File: config.mk
export PLATFORM = sky130hd
export DESIGN_NAME = csr_access_unit_flat
export DESIGN_NICKNAME = d
export VERILOG_FILES = /design/src/rtl/csr_access_unit_pkg.sv /design/src/rtl/csr_access_unit_if.sv /design/src/rtl/csr_access_unit_alu.sv /design/src/rtl/csr_access_unit.sv /design/src/flat_wrapper.sv
export SDC_FILE = /design/constraint.sdc
export NUM_CORES = 1
export LEC_CHECK = 0
export BUFFER_PORTS_ARGS = -buffer_cell sky130_fd_sc_hd__buf_2
export CORE_ASPECT_RATIO = 0.7
export CORE_MARGIN = 5
export CORE_UTILIZATION = 57
export DETAILED_ROUTE_END_ITERATION = 7
export PLACE_DENSITY = 0.95
export SETUP_SLACK_MARGIN = 0.5
export SLEW_MARGIN = 15
export SYNTH_ARGS = -nofsm -noshare
export SYNTH_HDL_FRONTEND = slang
export SYNTH_HIERARCHICAL = 1
export SYNTH_SLANG_ARGS = --single-unit
export TNS_END_PERCENT = 30
File: constraint.sdc
create_clock -name clk -period 8.2 [get_ports clk]
set_input_delay 0.82 -clock clk [delete_from_list [all_inputs] [get_ports clk]]
set_output_delay 0.82 -clock clk [all_outputs]
set_load 0.01 [all_outputs]
File: src/rtl/csr_access_unit_pkg.sv
// Shared types and constants for the CSR access path: sequencer states,
// Zicsr funct3 encodings and machine-mode CSR numbers.
package csr_pkg;

  typedef enum logic [2:0] {
    IDLE  = 3'd0,
    ACC   = 3'd1,
    RD    = 3'd2,
    RWAIT = 3'd3,
    WR    = 3'd4,
    DONE  = 3'd5
  } csr_acc_state_e;

  localparam logic [2:0] F3_RW  = 3'b001;
  localparam logic [2:0] F3_RS  = 3'b010;
  localparam logic [2:0] F3_RC  = 3'b011;
  localparam logic [2:0] F3_RWI = 3'b101;
  localparam logic [2:0] F3_RSI = 3'b110;
  localparam logic [2:0] F3_RCI = 3'b111;

  localparam logic [11:0] CSR_MSTATUS   = 12'h300;
  localparam logic [11:0] CSR_MIE       = 12'h304;
  localparam logic [11:0] CSR_MTVEC     = 12'h305;
  localparam logic [11:0] CSR_MEPC      = 12'h341;
  localparam logic [11:0] CSR_MIP       = 12'h344;
  localparam logic [11:0] CSR_MCYCLE    = 12'hB00;
  localparam logic [11:0] CSR_MINSTRET  = 12'hB02;
  localparam logic [11:0] CSR_MCYCLEH   = 12'hB80;
  localparam logic [11:0] CSR_MINSTRETH = 12'hB82;

  // funct3 000 and 100 are not Zicsr operations
  function automatic logic f3_illegal(input logic [2:0] f3);
    return (f3[1:0] == 2'b00);
  endfunction

endpackage

File: src/rtl/csr_access_unit_if.sv
// Request/response bus from execute plus the strobe bus toward the CSR block.
interface csr_access_unit_if #(
  parameter int DW = 32,
  parameter int AW = 12
);
  logic          req_valid;
  logic          req_ready;
  logic [2:0]    req_funct3;
  logic [AW-1:0] req_csr;
  logic [DW-1:0] req_rs1_data;
  logic [4:0]    req_zimm;
  logic          req_rs1_zero;
  logic          req_rd_zero;
  logic          rsp_valid;
  logic [DW-1:0] rsp_data;
  logic          rsp_illegal;
  logic [AW-1:0] csr_addr;
  logic [DW-1:0] csr_write_data;
  logic          csr_en;
  logic          csr_read;
  logic          csr_write;
  logic [DW-1:0] csr_read_data;
  logic          Istall;
  logic          Dstall;

  modport slave (
    input  req_valid, req_funct3, req_csr, req_rs1_data, req_zimm,
           req_rs1_zero, req_rd_zero, csr_read_data, Istall, Dstall,
    output req_ready, rsp_valid, rsp_data, rsp_illegal,
           csr_addr, csr_write_data, csr_en, csr_read, csr_write
  );

  modport master (
    output req_valid, req_funct3, req_csr, req_rs1_data, req_zimm,
           req_rs1_zero, req_rd_zero, csr_read_data, Istall, Dstall,
    input  req_ready, rsp_valid, rsp_data, rsp_illegal,
           csr_addr, csr_write_data, csr_en, csr_read, csr_write
  );
endinterface

File: src/rtl/csr_access_unit_alu.sv
// Read-modify-write datapath: new CSR value from the old value and operand.
module csr_alu
  import csr_pkg::*;
#(
  parameter int DW = 32
) (
  input  logic [DW-1:0] old,
  input  logic [DW-1:0] operand,
  input  logic [1:0]    op,
  output logic [DW-1:0] result
);

  always_comb begin
    result = old;
    case (op)
      F3_RW[1:0]: result = operand;
      F3_RS[1:0]: result = old | operand;
      F3_RC[1:0]: result = old & ~operand;
      default:    result = old;
    endcase
  end

endmodule

File: src/rtl/csr_access_unit.sv
// Sequences one Zicsr instruction at a time into CSR block strobes and
// returns the old CSR value.
//
//   state | meaning
//   IDLE  | ready for a request
//   ACC   | single-access swap (RW/RWI), read only when rd != x0
//   RD    | read phase of a set/clear
//   RWAIT | capture registered read data, compute new value
//   WR    | write phase of a set/clear
//   DONE  | one-cycle response
module csr_access_unit
  import csr_pkg::*;
#(
  parameter int DW = 32,
  parameter int AW = 12
) (
  input logic         clk,
  input logic         rst,
  csr_access_unit_if.slave bus
);

  csr_acc_state_e state, state_nxt;

  logic [AW-1:0] addr_q;
  logic [1:0]    op_q;
  logic [DW-1:0] opnd_q;
  logic          rs1_zero_q;
  logic          rd_zero_q;
  logic [DW-1:0] old_q;
  logic [DW-1:0] wdata_q;
  logic          ill_q;

  logic          stall;
  logic          accept;
  logic [DW-1:0] req_opnd;
  logic [DW-1:0] alu_res;

  assign stall    = bus.Istall | bus.Dstall;
  assign accept   = (state == IDLE) && bus.req_valid;
  assign req_opnd = bus.req_funct3[2] ? {{(DW-5){1'b0}}, bus.req_zimm} : bus.req_rs1_data;

  csr_alu #(.DW(DW)) u_alu (
    .old     (bus.csr_read_data),
    .operand (opnd_q),
    .op      (op_q),
    .result  (alu_res)
  );

  always_ff @(posedge clk or posedge rst) begin
    if (rst) state <= IDLE;
    else     state <= state_nxt;
  end

  always_ff @(posedge clk or posedge rst) begin
    if (rst) begin
      addr_q     <= '0;
      op_q       <= '0;
      opnd_q     <= '0;
      rs1_zero_q <= 1'b0;
      rd_zero_q  <= 1'b0;
      old_q      <= '0;
      wdata_q    <= '0;
      ill_q      <= 1'b0;
    end else begin
      if (accept) begin
        addr_q     <= bus.req_csr;
        op_q       <= bus.req_funct3[1:0];
        opnd_q     <= req_opnd;
        rs1_zero_q <= bus.req_rs1_zero;
        rd_zero_q  <= bus.req_rd_zero;
        old_q      <= '0;
        wdata_q    <= '0;
        ill_q      <= f3_illegal(bus.req_funct3);
      end
      // read data is registered in the CSR block, so it is valid here
      if (state == RWAIT) begin
        old_q   <= bus.csr_read_data;
        wdata_q <= alu_res;
      end
    end
  end

  always_comb begin
    state_nxt          = state;
    bus.req_ready      = 1'b0;
    bus.rsp_valid      = 1'b0;
    bus.rsp_data       = '0;
    bus.rsp_illegal    = 1'b0;
    bus.csr_addr       = addr_q;
    bus.csr_write_data = '0;
    bus.csr_en         = 1'b0;
    bus.csr_read       = 1'b0;
    bus.csr_write      = 1'b0;
    case (state)
      IDLE: begin
        bus.req_ready = 1'b1;
        bus.csr_addr  = '0;
        if (bus.req_valid) begin
          if (f3_illegal(bus.req_funct3))               state_nxt = DONE;
          else if (bus.req_funct3[1:0] == F3_RW[1:0])   state_nxt = ACC;
          else                                          state_nxt = RD;
        end
      end
      ACC: begin
        bus.csr_en         = 1'b1;
        bus.csr_write      = 1'b1;
        bus.csr_write_data = opnd_q;
        bus.csr_read       = !rd_zero_q;
        if (!stall) state_nxt = rd_zero_q ? DONE : RWAIT;
      end
      RD: begin
        bus.csr_en   = 1'b1;
        bus.csr_read = 1'b1;
        if (!stall) state_nxt = RWAIT;
      end
      RWAIT: begin
        if (op_q == F3_RW[1:0] || rs1_zero_q) state_nxt = DONE;
        else                                  state_nxt = WR;
      end
      WR: begin
        bus.csr_en         = 1'b1;
        bus.csr_write      = 1'b1;
        bus.csr_write_data = wdata_q;
        if (!stall) state_nxt = DONE;
      end
      DONE: begin
        bus.rsp_valid   = 1'b1;
        bus.rsp_data    = old_q;
        bus.rsp_illegal = ill_q;
        state_nxt       = IDLE;
      end
      default: state_nxt = IDLE;
    endcase
  end

endmodule

File: src/flat_wrapper.sv
// flat-port wrapper written by rule: the top's interface ports become plain ports
module csr_access_unit_flat import csr_pkg::*;
#(
  parameter int DW = 32,
  parameter int AW = 12
)
  (clk, rst, bus_req_valid, bus_req_funct3, bus_req_csr, bus_req_rs1_data, bus_req_zimm, bus_req_rs1_zero, bus_req_rd_zero, bus_csr_read_data, bus_Istall, bus_Dstall, bus_req_ready, bus_rsp_valid, bus_rsp_data, bus_rsp_illegal, bus_csr_addr, bus_csr_write_data, bus_csr_en, bus_csr_read, bus_csr_write);
  csr_access_unit_if #(.DW(DW), .AW(AW)) bus_i ();
  input logic clk;
  input logic rst;
  input wire logic [$bits(bus_i.req_valid)-1:0] bus_req_valid;
  input wire logic [$bits(bus_i.req_funct3)-1:0] bus_req_funct3;
  input wire logic [$bits(bus_i.req_csr)-1:0] bus_req_csr;
  input wire logic [$bits(bus_i.req_rs1_data)-1:0] bus_req_rs1_data;
  input wire logic [$bits(bus_i.req_zimm)-1:0] bus_req_zimm;
  input wire logic [$bits(bus_i.req_rs1_zero)-1:0] bus_req_rs1_zero;
  input wire logic [$bits(bus_i.req_rd_zero)-1:0] bus_req_rd_zero;
  input wire logic [$bits(bus_i.csr_read_data)-1:0] bus_csr_read_data;
  input wire logic [$bits(bus_i.Istall)-1:0] bus_Istall;
  input wire logic [$bits(bus_i.Dstall)-1:0] bus_Dstall;
  output wire logic [$bits(bus_i.req_ready)-1:0] bus_req_ready;
  output wire logic [$bits(bus_i.rsp_valid)-1:0] bus_rsp_valid;
  output wire logic [$bits(bus_i.rsp_data)-1:0] bus_rsp_data;
  output wire logic [$bits(bus_i.rsp_illegal)-1:0] bus_rsp_illegal;
  output wire logic [$bits(bus_i.csr_addr)-1:0] bus_csr_addr;
  output wire logic [$bits(bus_i.csr_write_data)-1:0] bus_csr_write_data;
  output wire logic [$bits(bus_i.csr_en)-1:0] bus_csr_en;
  output wire logic [$bits(bus_i.csr_read)-1:0] bus_csr_read;
  output wire logic [$bits(bus_i.csr_write)-1:0] bus_csr_write;
  assign bus_i.req_valid = bus_req_valid;
  assign bus_i.req_funct3 = bus_req_funct3;
  assign bus_i.req_csr = bus_req_csr;
  assign bus_i.req_rs1_data = bus_req_rs1_data;
  assign bus_i.req_zimm = bus_req_zimm;
  assign bus_i.req_rs1_zero = bus_req_rs1_zero;
  assign bus_i.req_rd_zero = bus_req_rd_zero;
  assign bus_i.csr_read_data = bus_csr_read_data;
  assign bus_i.Istall = bus_Istall;
  assign bus_i.Dstall = bus_Dstall;
  assign bus_req_ready = bus_i.req_ready;
  assign bus_rsp_valid = bus_i.rsp_valid;
  assign bus_rsp_data = bus_i.rsp_data;
  assign bus_rsp_illegal = bus_i.rsp_illegal;
  assign bus_csr_addr = bus_i.csr_addr;
  assign bus_csr_write_data = bus_i.csr_write_data;
  assign bus_csr_en = bus_i.csr_en;
  assign bus_csr_read = bus_i.csr_read;
  assign bus_csr_write = bus_i.csr_write;
  csr_access_unit #(.DW(DW), .AW(AW)) u_core (.clk(clk), .rst(rst), .bus(bus_i));
endmodule
---- Yosys cells after proc, flatten, opt, wreduce, memory -nomap -nowiden ----
Cells that the tools add are included.
word-level totals
  register bits after elaboration ......... 116
  output and inout port bits .............. 82
  logic and storage cells ................. 58
operators by class
  equality and inequality tests ........... 13
  multiplexer cells ....................... 23
  bitwise operators ....................... 4
  reduce and logical (&&, ||, !) cells .... 9
operators by type and width
  cell                                                              count
  32-bit two-way mux                                                5
  32-bit one-hot mux with 3 select lines                            1
  32-bit one-hot mux with 2 select lines                            1
  32-bit bitwise AND                                                1
  32-bit NOT                                                        1
  32-bit OR                                                         1
  3-bit two-way mux                                                 6
  3-bit one-hot mux with 5 select lines                             1
  12-bit two-way mux                                                1
  2-bit inequality test (second input constant)                     4
  3-bit by 2-bit == test with 1-bit output (second input constant)  2
  3-bit == test (second input constant)                             2
  1-bit two-way mux                                                 6
  2-bit by 1-bit == test with 1-bit output (second input constant)  2
  2-bit == test (second input constant)                             2
  4-bit AND reduction                                               1
  3-bit by 1-bit == test with 1-bit output (second input constant)  1
  3-bit zero test                                                   1
  3-bit OR reduction                                                1
  2-bit zero test                                                   1
  2-bit two-way mux                                                 1
  1-bit one-hot mux with 2 select lines                             1
  2-bit nonzero test                                                1
  2-bit OR reduction                                                1
  other kinds (4)                                                   4

---- Depth between registers and ports, before layout ----
Gate-level depths: netlist of run 1.
  word-level depth ........................ 5
  gate-level depth with buffers ........... 5
  mapped depth without buffers ............ 3

---- Hierarchy ----
The synthesis of run 1 kept the hierarchy.
by module, submodules not included
  module           instances  cells an instance  area each (µm²)
  csr_access_unit  1          442                5157.4
  csr_alu          1          142                928.4

---- Least setup slack after synthesis of run 1 ----
No wires, ideal clock.
  path type ............................... reg2out
  from .................................... register u_core.state[1]
  to ...................................... output port bus_rsp_data[22]
  arrival time ............................ 1376 ps
  setup slack ............................. 6004 ps
  cell stages (with the launch flop) ...... 5
  buffers on the path ..................... 2
  path through ............................ dfrtp_1 -> clkbuf_1 -> and3b_1 -> clkbuf_1 -> and2_1
between the ends
  cells in the longest elaborated chain, start to end .. 2
ends and longest elaborated chain
  item                    RTL line               RTL
  from (decl)             csr_access_unit.sv:22  csr_acc_state_e state, state_nxt;
  from (signal assigned)  csr_access_unit.sv:51  else state <= state_nxt;
  3-bit == test           csr_access_unit.sv:94  case (state)
  32-bit two-way mux      csr_access_unit.sv:94
  to (decl)               flat_wrapper.sv:23     output wire logic [$bits(bus_i.rsp_data)-1:0] bus_rsp_data;
No other way between the ends.

---- Final worst setup path of run 1 ----
  from .................................... register u_core.state[1]
  to ...................................... output port bus_csr_write_data[0]
between the ends
  cells in the longest elaborated chain, start to end .. 2
ends and longest elaborated chain
  item                                                                       RTL line               RTL
  3-bit == test or 3-bit by 1-bit == test with 1-bit output (tied branches)  csr_access_unit.sv:94
  32-bit one-hot mux with 2 select lines (*)                                 csr_access_unit.sv:94
  to (decl)                                                                  flat_wrapper.sv:26     output wire logic [$bits(bus_i.csr_write_data)-1:0] bus_csr_write_data;
Every way passes the cells marked *; elsewhere a longest branch is shown, timed or not.

==> flow_metrics.env, run 1 <==
export IMPL_avgSynthCellArea_sq_um=10.4
export IMPL_cts_tree="yes"
export IMPL_top_layer_used="met4"
export IMPL_ir_drop_mv=0.245
export IMPL_hold_viol=0
export IMPL_cts_buffers=17
export IMPL_pwr_share_comb_pct=37.9
export IMPL_max_stage_delay_ns=0.54
export IMPL_row_count=31
export IMPL_drt_total_wl_um=17000
export IMPL_min_period_ns=2.95
export IMPL_drv_cap=0
export IMPL_grt_usage_pct=27.1
export IMPL_synth_cells=584
export IMPL_power_switching_w=0.00106
export IMPL_synthArstFlopShare_pct=100
export IMPL_synth_top_area_share_pct=47.7
export IMPL_core_region_area_sq_um=10400
export IMPL_postCtsSetupBuffers=0
export IMPL_synth_top_cell_by_area="dfrtp_1"
export IMPL_drt_iter0_drc=488
export IMPL_postSynthNetCount=675
export IMPL_synth_edf_count=0
export IMPL_clock_skew_ns=0.00822
export IMPL_floorplan_initialDensity_pct=58.5
export IMPL_antenna_cells=0
export IMPL_wl_met1_um=6840
export IMPL_seq_area_frac_synth_pct=47.7
export IMPL_worst_path_max_delay_cell="dfrtp_1"
export IMPL_rsz0062_at_grt="false"
export IMPL_wl_per_cell_um=19.5
export IMPL_antenna_found_initial=0
export IMPL_max_slew_worst_pin_slew_ns=1.11
export IMPL_nets=819
export IMPL_pwr_density_cell_nw_per_um2=381
export IMPL_path_buf_inv=2
export IMPL_first_global_vias=5492
export IMPL_wl_met2_um=8170
export IMPL_viasPerCell=6.04
export IMPL_overflow=0
export IMPL_slew_headroom_pct=25.8
export IMPL_grt_first_pass_wirelength_um=27500
export IMPL_io_pins=173
export IMPL_htree_levels=4
export IMPL_cts_root_buf="clkbuf_16"
export IMPL_synth_main_ff_cell="dfrtp_1"
export IMPL_die_height_um=96.5
export IMPL_ys_top_cells_by_count="dfrtp_1, a22o_1, o21ai_0"
export IMPL_min_path_type="reg2reg"
export IMPL_cp_arrival_ns=2.13
export IMPL_clock_latency_ns=0.40
export IMPL_swShare_pct=37.6
export IMPL_final_antenna_net_count=0
export IMPL_synthToLayoutAreaGrowth_pct=22.1
export IMPL_grt_max_degree=82
export IMPL_clk_pin_slew_worst_paths_ns=0.05
export IMPL_p_clk_share_pct=25.0
export IMPL_hpwl_um=10800
export IMPL_fp_dieW_um=134
export IMPL_worstPathRequired_ns=7.38
export IMPL_end_kind="output pin"
export IMPL_ctsHoldBuffers=0
export IMPL_maxSlewViolCount=0
export IMPL_worst_path_max_fanout=33
export IMPL_io_buffers=172
export IMPL_yosys_top_cells_area="dfrtp_1, a22o_1, xnor2_1"
export IMPL_drcViolationCount=0
export IMPL_synth_most_common_cell="dfrtp_1"
export IMPL_cpLargestDelayFamily="flip-flops"
export IMPL_drt_pass1_iterations=5
export IMPL_yosysUniqueCellTypes=33
export IMPL_setup_violations=0
export IMPL_dr_wl_met3_um=1690
export IMPL_clock_sinks=116
export IMPL_path_cells="nor2_1 > and2_1 > buf_4 > a22o_1 > buf_2"
export IMPL_cts_buffer_depth=2
export IMPL_gp_congestion=0.808
export IMPL_status="complete, no violations"
export IMPL_power_frac_seq_pct=37.1
export IMPL_critPathKind="reg2out"
export IMPL_p_int_w=0.00177
export IMPL_start_kind="flip-flop"
export IMPL_synth_seq_cells=116
export IMPL_final_core_utilization_pct=71.5
export IMPL_syn_area_sq_um=6090
export IMPL_finalSetupTns_ns=0
export IMPL_cts_resized=0
export IMPL_ys_warn_count=6
export IMPL_fp_dieArea_sq_um=12900
export IMPL_fmax_mhz=339
export IMPL_vias=5257
export IMPL_fin_crit_sh_pct=35.9
export IMPL_drive_gt1_share_pct=31.3
export IMPL_p_leak_nw=3.85
[worst paths after layout]
path / endpoint / cells after the start / from / slack [ns]
hold / removal: u_core/old_q[20] / 1 / u_core/old_q[20] / 0.49
setup / recovery: bus_csr_write_data[0] / 5 / u_core/state[1] / 5.25
setup reg to reg: u_core/old_q[9] / 4 / u_core/state[1] / 5.94
hold reg to reg: u_core/old_q[20] / 1 / u_core/old_q[20] / 0.49
max in group asynchronous: u_core/op_q[1] / 3 / rst / 6.32
min in group asynchronous: u_core/wdata_q[27] / 2 / rst / 0.52
[placed cells by master (no fill, tap or decap), types with 10 or more instances in the layout]
cell type and count:
a22o_1 97, a22oi_1 32, and2_1 34, buf_2 172, clkbuf_16 17, dfrtp_1 114, inv_1 33, mux2_4 16
nand2_1 32, nand2b_1 29, nor2b_1 13, o21ai_0 54, o21ai_1 10, xnor2_1 33
[cell families after synthesis]
family	count (synthesis)	synth area share (%)
muxes	22	4.95
buffers and inverters	87	7.11
and+or+nand+nor	123	11.3
DFF	116	47.7
xor gates and xnor gates	33	4.75
AOI/OAI and AO/OA	203	24.2
[metal layers]
metal,vias up,global-route usage [%]
met1,2561,32.8
met5,-,0
met3,28,8.02
met4,0,11.6
met2,328,46.1
li1,2340,-
[metrics by stage]
stage               area, sq um  hold WS (ns)  power (W)  setup slack [ns]  std cells
floorplan                  6090         0.458    0.00182              4.31        584
global placement           6870         0.474    0.00202              5.55        841
detailed placement         6870         0.474    0.00210              5.38        841
CTS                        7430         0.491    0.00283              4.94        871
global route               7430         0.510    0.00299              5.15        871
finish                     7430         0.491    0.00283              5.25        871
[power groups by stage]
| stage | sequential, W | clock [W] | combinational (W) |
|---|---|---|---|
| floorplan | 0.000909 | 0 | 0.000912 |
| global placement | 0.00102 | 0 | 0.00100 |
| detailed placement | 0.00104 | 0 | 0.00106 |
| CTS | 0.00104 | 0.000716 | 0.00107 |
| global route | 0.00108 | 0.000743 | 0.00116 |
| finish | 0.00105 | 0.000708 | 0.00107 |
[area by class of cell]
class                      count  area (sq um)
fill                         738          2960
sequential                   116          2910
multi-input combinational    381          2770
timing repair buffer         178           906
clock buffer                  25           485
tap                          132           165
inverter                      34           130
clock inverter                 5          75.1
[worst register-to-register path: cells and delay by family, from the launching register on]
family | cells | cell delay, ns
AO/OA/AOI/OAI | 2 | 0.40
flip-flops | 1 | 0.54
AND/OR/NAND/NOR | 1 | 0.83
buffers and inverters | 1 | 0.38
[registers in the layout (all words and copies together), names as in the netlist]
| signal | count |
|---|---|
| u_core/opnd_q | 32 |
| u_core/state | 3 |
| u_core/old_q | 32 |
| u_core/rd_zero_q | 1 |
| u_core/wdata_q | 32 |
| u_core/op_q | 2 |
| u_core/ill_q | 1 |
| u_core/rs1_zero_q | 1 |
| u_core/addr_q | 12 |
Power figures use the tool's default switching activity.
==> inputs of run 2 (changes only) <==
--- a/config.mk
+++ b/config.mk
@@ -8,9 +8,9 @@
 export BUFFER_PORTS_ARGS = -buffer_cell sky130_fd_sc_hd__buf_2
 export CORE_ASPECT_RATIO = 0.7
 export CORE_MARGIN = 5
-export CORE_UTILIZATION = 57
+export CORE_UTILIZATION = 53
 export DETAILED_ROUTE_END_ITERATION = 7
-export PLACE_DENSITY = 0.95
+export PLACE_DENSITY = 0.93
 export SETUP_SLACK_MARGIN = 0.5
 export SLEW_MARGIN = 15
 export SYNTH_ARGS = -nofsm -noshare
==> constraint.sdc (replaced) <==
create_clock -name clk -period 2.8 [get_ports clk]
set_input_delay 0.28 -clock clk [delete_from_list [all_inputs] [get_ports clk]]
set_output_delay 0.28 -clock clk [all_outputs]
set_load 0.01 [all_outputs]
==> run 2 against run 1 <==
Effect of this change:
- the flow now finishes with violations (hold timing)
- global-route usage down 2.7 points
- cell count up 3.2%
- utilization fell by 3.0 points
- largest cell class unchanged
- die area is 6.9% higher
- final area is 2.6% higher
- register-to-register slack got worse by 5.2 ns
- highest routed layer unchanged
- worst hold slack got worse by 0.50 ns
- count of clock-buffer cells in the layout is 3 lower
- flip-flop and latch count stayed put
- clock power increased to 3.4 times the previous value
- clock skew decreased by 0.0016 ns
==> flow_metrics.env, run 2 (same netlist as run 1, synthesis figures left out) <==
export IMPL_setup_violations=0
export IMPL_io_pins=173
export IMPL_hold_viol=3
export IMPL_violations="hold timing"
export IMPL_cts_root_buf="clkbuf_16"
export IMPL_rsz0062_at_grt="false"
export IMPL_worst_path_max_fanout=33
export IMPL_fin_ws_ns=0.605
export IMPL_clk_pin_slew_worst_paths_ns=0.06
export IMPL_antenna_cells=0
export IMPL_clock_sinks=116
export IMPL_finalSetupTns_ns=0
export IMPL_path_buf_inv=2
export IMPL_pwr_density_cell_nw_per_um2=1130
export IMPL_dr_wl_met3_um=1420
export IMPL_worstSetupPathDepth=5
export IMPL_pre_cts_ws_ns=0.754
export IMPL_status="finished, violations left"
export IMPL_fillers=871
export IMPL_top_layer_used="met4"
export IMPL_grt_max_degree=82
export IMPL_cts_buffers=17
export IMPL_worst_hold_slack_ns=-0.0132
export IMPL_antenna_found_initial=0
export IMPL_place_area_sq_um=6960
export IMPL_overflow=0
export IMPL_ff2ff_path_depth=2
export IMPL_vias=5167
export IMPL_final_cell_mix="buf_2, dfrtp_1, a22o_1, o21ai_0, and2_1"
export IMPL_grt_usage_pct=24.4
export IMPL_p_leak_nw=3.91
export IMPL_clock_skew_ns=0.00664
export IMPL_drt_iter0_drc=410
export IMPL_rr_startpoint="u_core/state[0]"
export IMPL_max_stage_delay_ns=0.48
export IMPL_critPathKind="reg2out"
export IMPL_die_height_um=99.7
export IMPL_rrSetupSlack_ns=0.79
export IMPL_endpoint="bus_csr_write_data[21]"
export IMPL_drive_gt1_share_pct=32.7
export IMPL_final_cell_area_sq_um=7630
export IMPL_drt_total_wl_um=16800
export IMPL_worstPathRequired_ns=2.52
export IMPL_wl_met2_um=7910
export IMPL_end_kind="output pin"
export IMPL_grt_first_pass_wirelength_um=27000
export IMPL_min_path_type="in2async"
export IMPL_wl_per_cell_um=18.7
export IMPL_worst_path_max_delay_cell="dfrtp_2"
export IMPL_slew_headroom_pct=40.6
export IMPL_synthToLayoutAreaGrowth_pct=25.3
export IMPL_cts_tree="yes"
export IMPL_start_kind="flip-flop"
export IMPL_ir_drop_mv=0.691
export IMPL_largestRegisters="u_core/old_q: 32 flops, u_core/opnd_q: 32 flops, u_core/wdata_q: 32 flops"
export IMPL_hpwl_um=11000
export IMPL_drcViolationCount=0
export IMPL_mostFrequentLayoutCell="buf_2"
export IMPL_cpLargestDelayFamily="flip-flops"
export IMPL_clock_latency_ns=0.41
export IMPL_core_region_area_sq_um=11100
export IMPL_drt_pass1_iterations=5
export IMPL_final_core_utilization_pct=68.5
export IMPL_htree_levels=4
export IMPL_floorplan_initialDensity_pct=54.7
export IMPL_fp_dieArea_sq_um=13800
export IMPL_row_count=32
export IMPL_rr_endpoint="u_core/op_q[1]"
export IMPL_cp_arrival_ns=1.92
export IMPL_fmax_mhz=456
export IMPL_final_antenna_net_count=0
export IMPL_maxSlewViolCount=0
export IMPL_first_global_vias=5229
export IMPL_viasPerCell=5.75
export IMPL_nets=825
export IMPL_io_buffers=172
export IMPL_crit_start="u_core/state[2]"
export IMPL_drv_cap=0
export IMPL_min_period_ns=2.20
export IMPL_fp_dieW_um=138
export IMPL_fin_crit_sh_pct=78.4
export IMPL_max_slew_worst_pin_slew_ns=0.891
export IMPL_cts_buffer_depth=2
export IMPL_wl_met1_um=7190
export IMPL_gp_congestion=0.861
export IMPL_path_cells="nand2b_1 > nor2_2 > buf_8 > a22o_1 > buf_2"
## run 2: cell count changes in the layout (fill, tap and decap cells not counted), moves of 3 or more
cell,delta
buf_4,+3
dfrtp_2,+3
bufinv_16,+3
clkinvlp_4,+3
clkbuf_1,-3
dfrtp_1,-3
## run 2: power breakdown
part | switching (W) | total, W | internal (W)
clock network | 0.000741 | 0.00238 | 0.00164
registers | 0.000694 | 0.00302 | 0.00233
logic | 0.00168 | 0.00323 | 0.00155
total | 0.00312 | 0.00864 | 0.00552
## run 2: cell type report
class                      count  area (sq um)  area share (%)
sequential                   116          2910            38.1
clock inverter                 9           175            2.30
inverter                      34           131            1.72
timing repair buffer         184           977            12.8
multi-input combinational    381          2770            36.3
clock buffer                  22           474            6.22
tap                          153           191            2.51
## run 2: through the flow
step | hold WS, ns | instances | power [W]
global route | 0.0576 | 899 | 0.00911
floorplan | 0.420 | 584 | 0.00534
finish | -0.0132 | 899 | 0.00864
CTS | 0.0153 | 899 | 0.00861
detailed placement | 0.450 | 868 | 0.00618
global placement | 0.428 | 868 | 0.00594
## run 2: how the worst min path moves through the flow
stage	from	end	slack (ns)	depth (start not counted)
2_1_floorplan	bus_csr_read_data[0]	u_core/old_q[0]	0.42	1
3_3_place_gp	rst	u_core/old_q[29]	0.43	2
3_5_place_dp	rst	u_core/old_q[29]	0.45	2
4_1_cts	rst	u_core/old_q[29]	0.02	2
5_1_grt	rst	u_core/old_q[29]	0.06	2
6_report	rst	u_core/old_q[29]	-0.01	2
## run 2: timing repair
action	CTS	global route
cloned	0	0
hold buffers	0	0
setup endpoints to repair	54	53
gates resized for setup	1	9
buffers inserted	0	0
endpoints found under the hold margin	0	0
pin swaps	0	0
## run 2: routing by layer
layer | vias up | track usage, %
met2 | 264 | 40.5
met1 | 2522 | 31.4
met4 | 0 | 8.05
li1 | 2355 | -
met5 | - | 0
met3 | 26 | 6.58
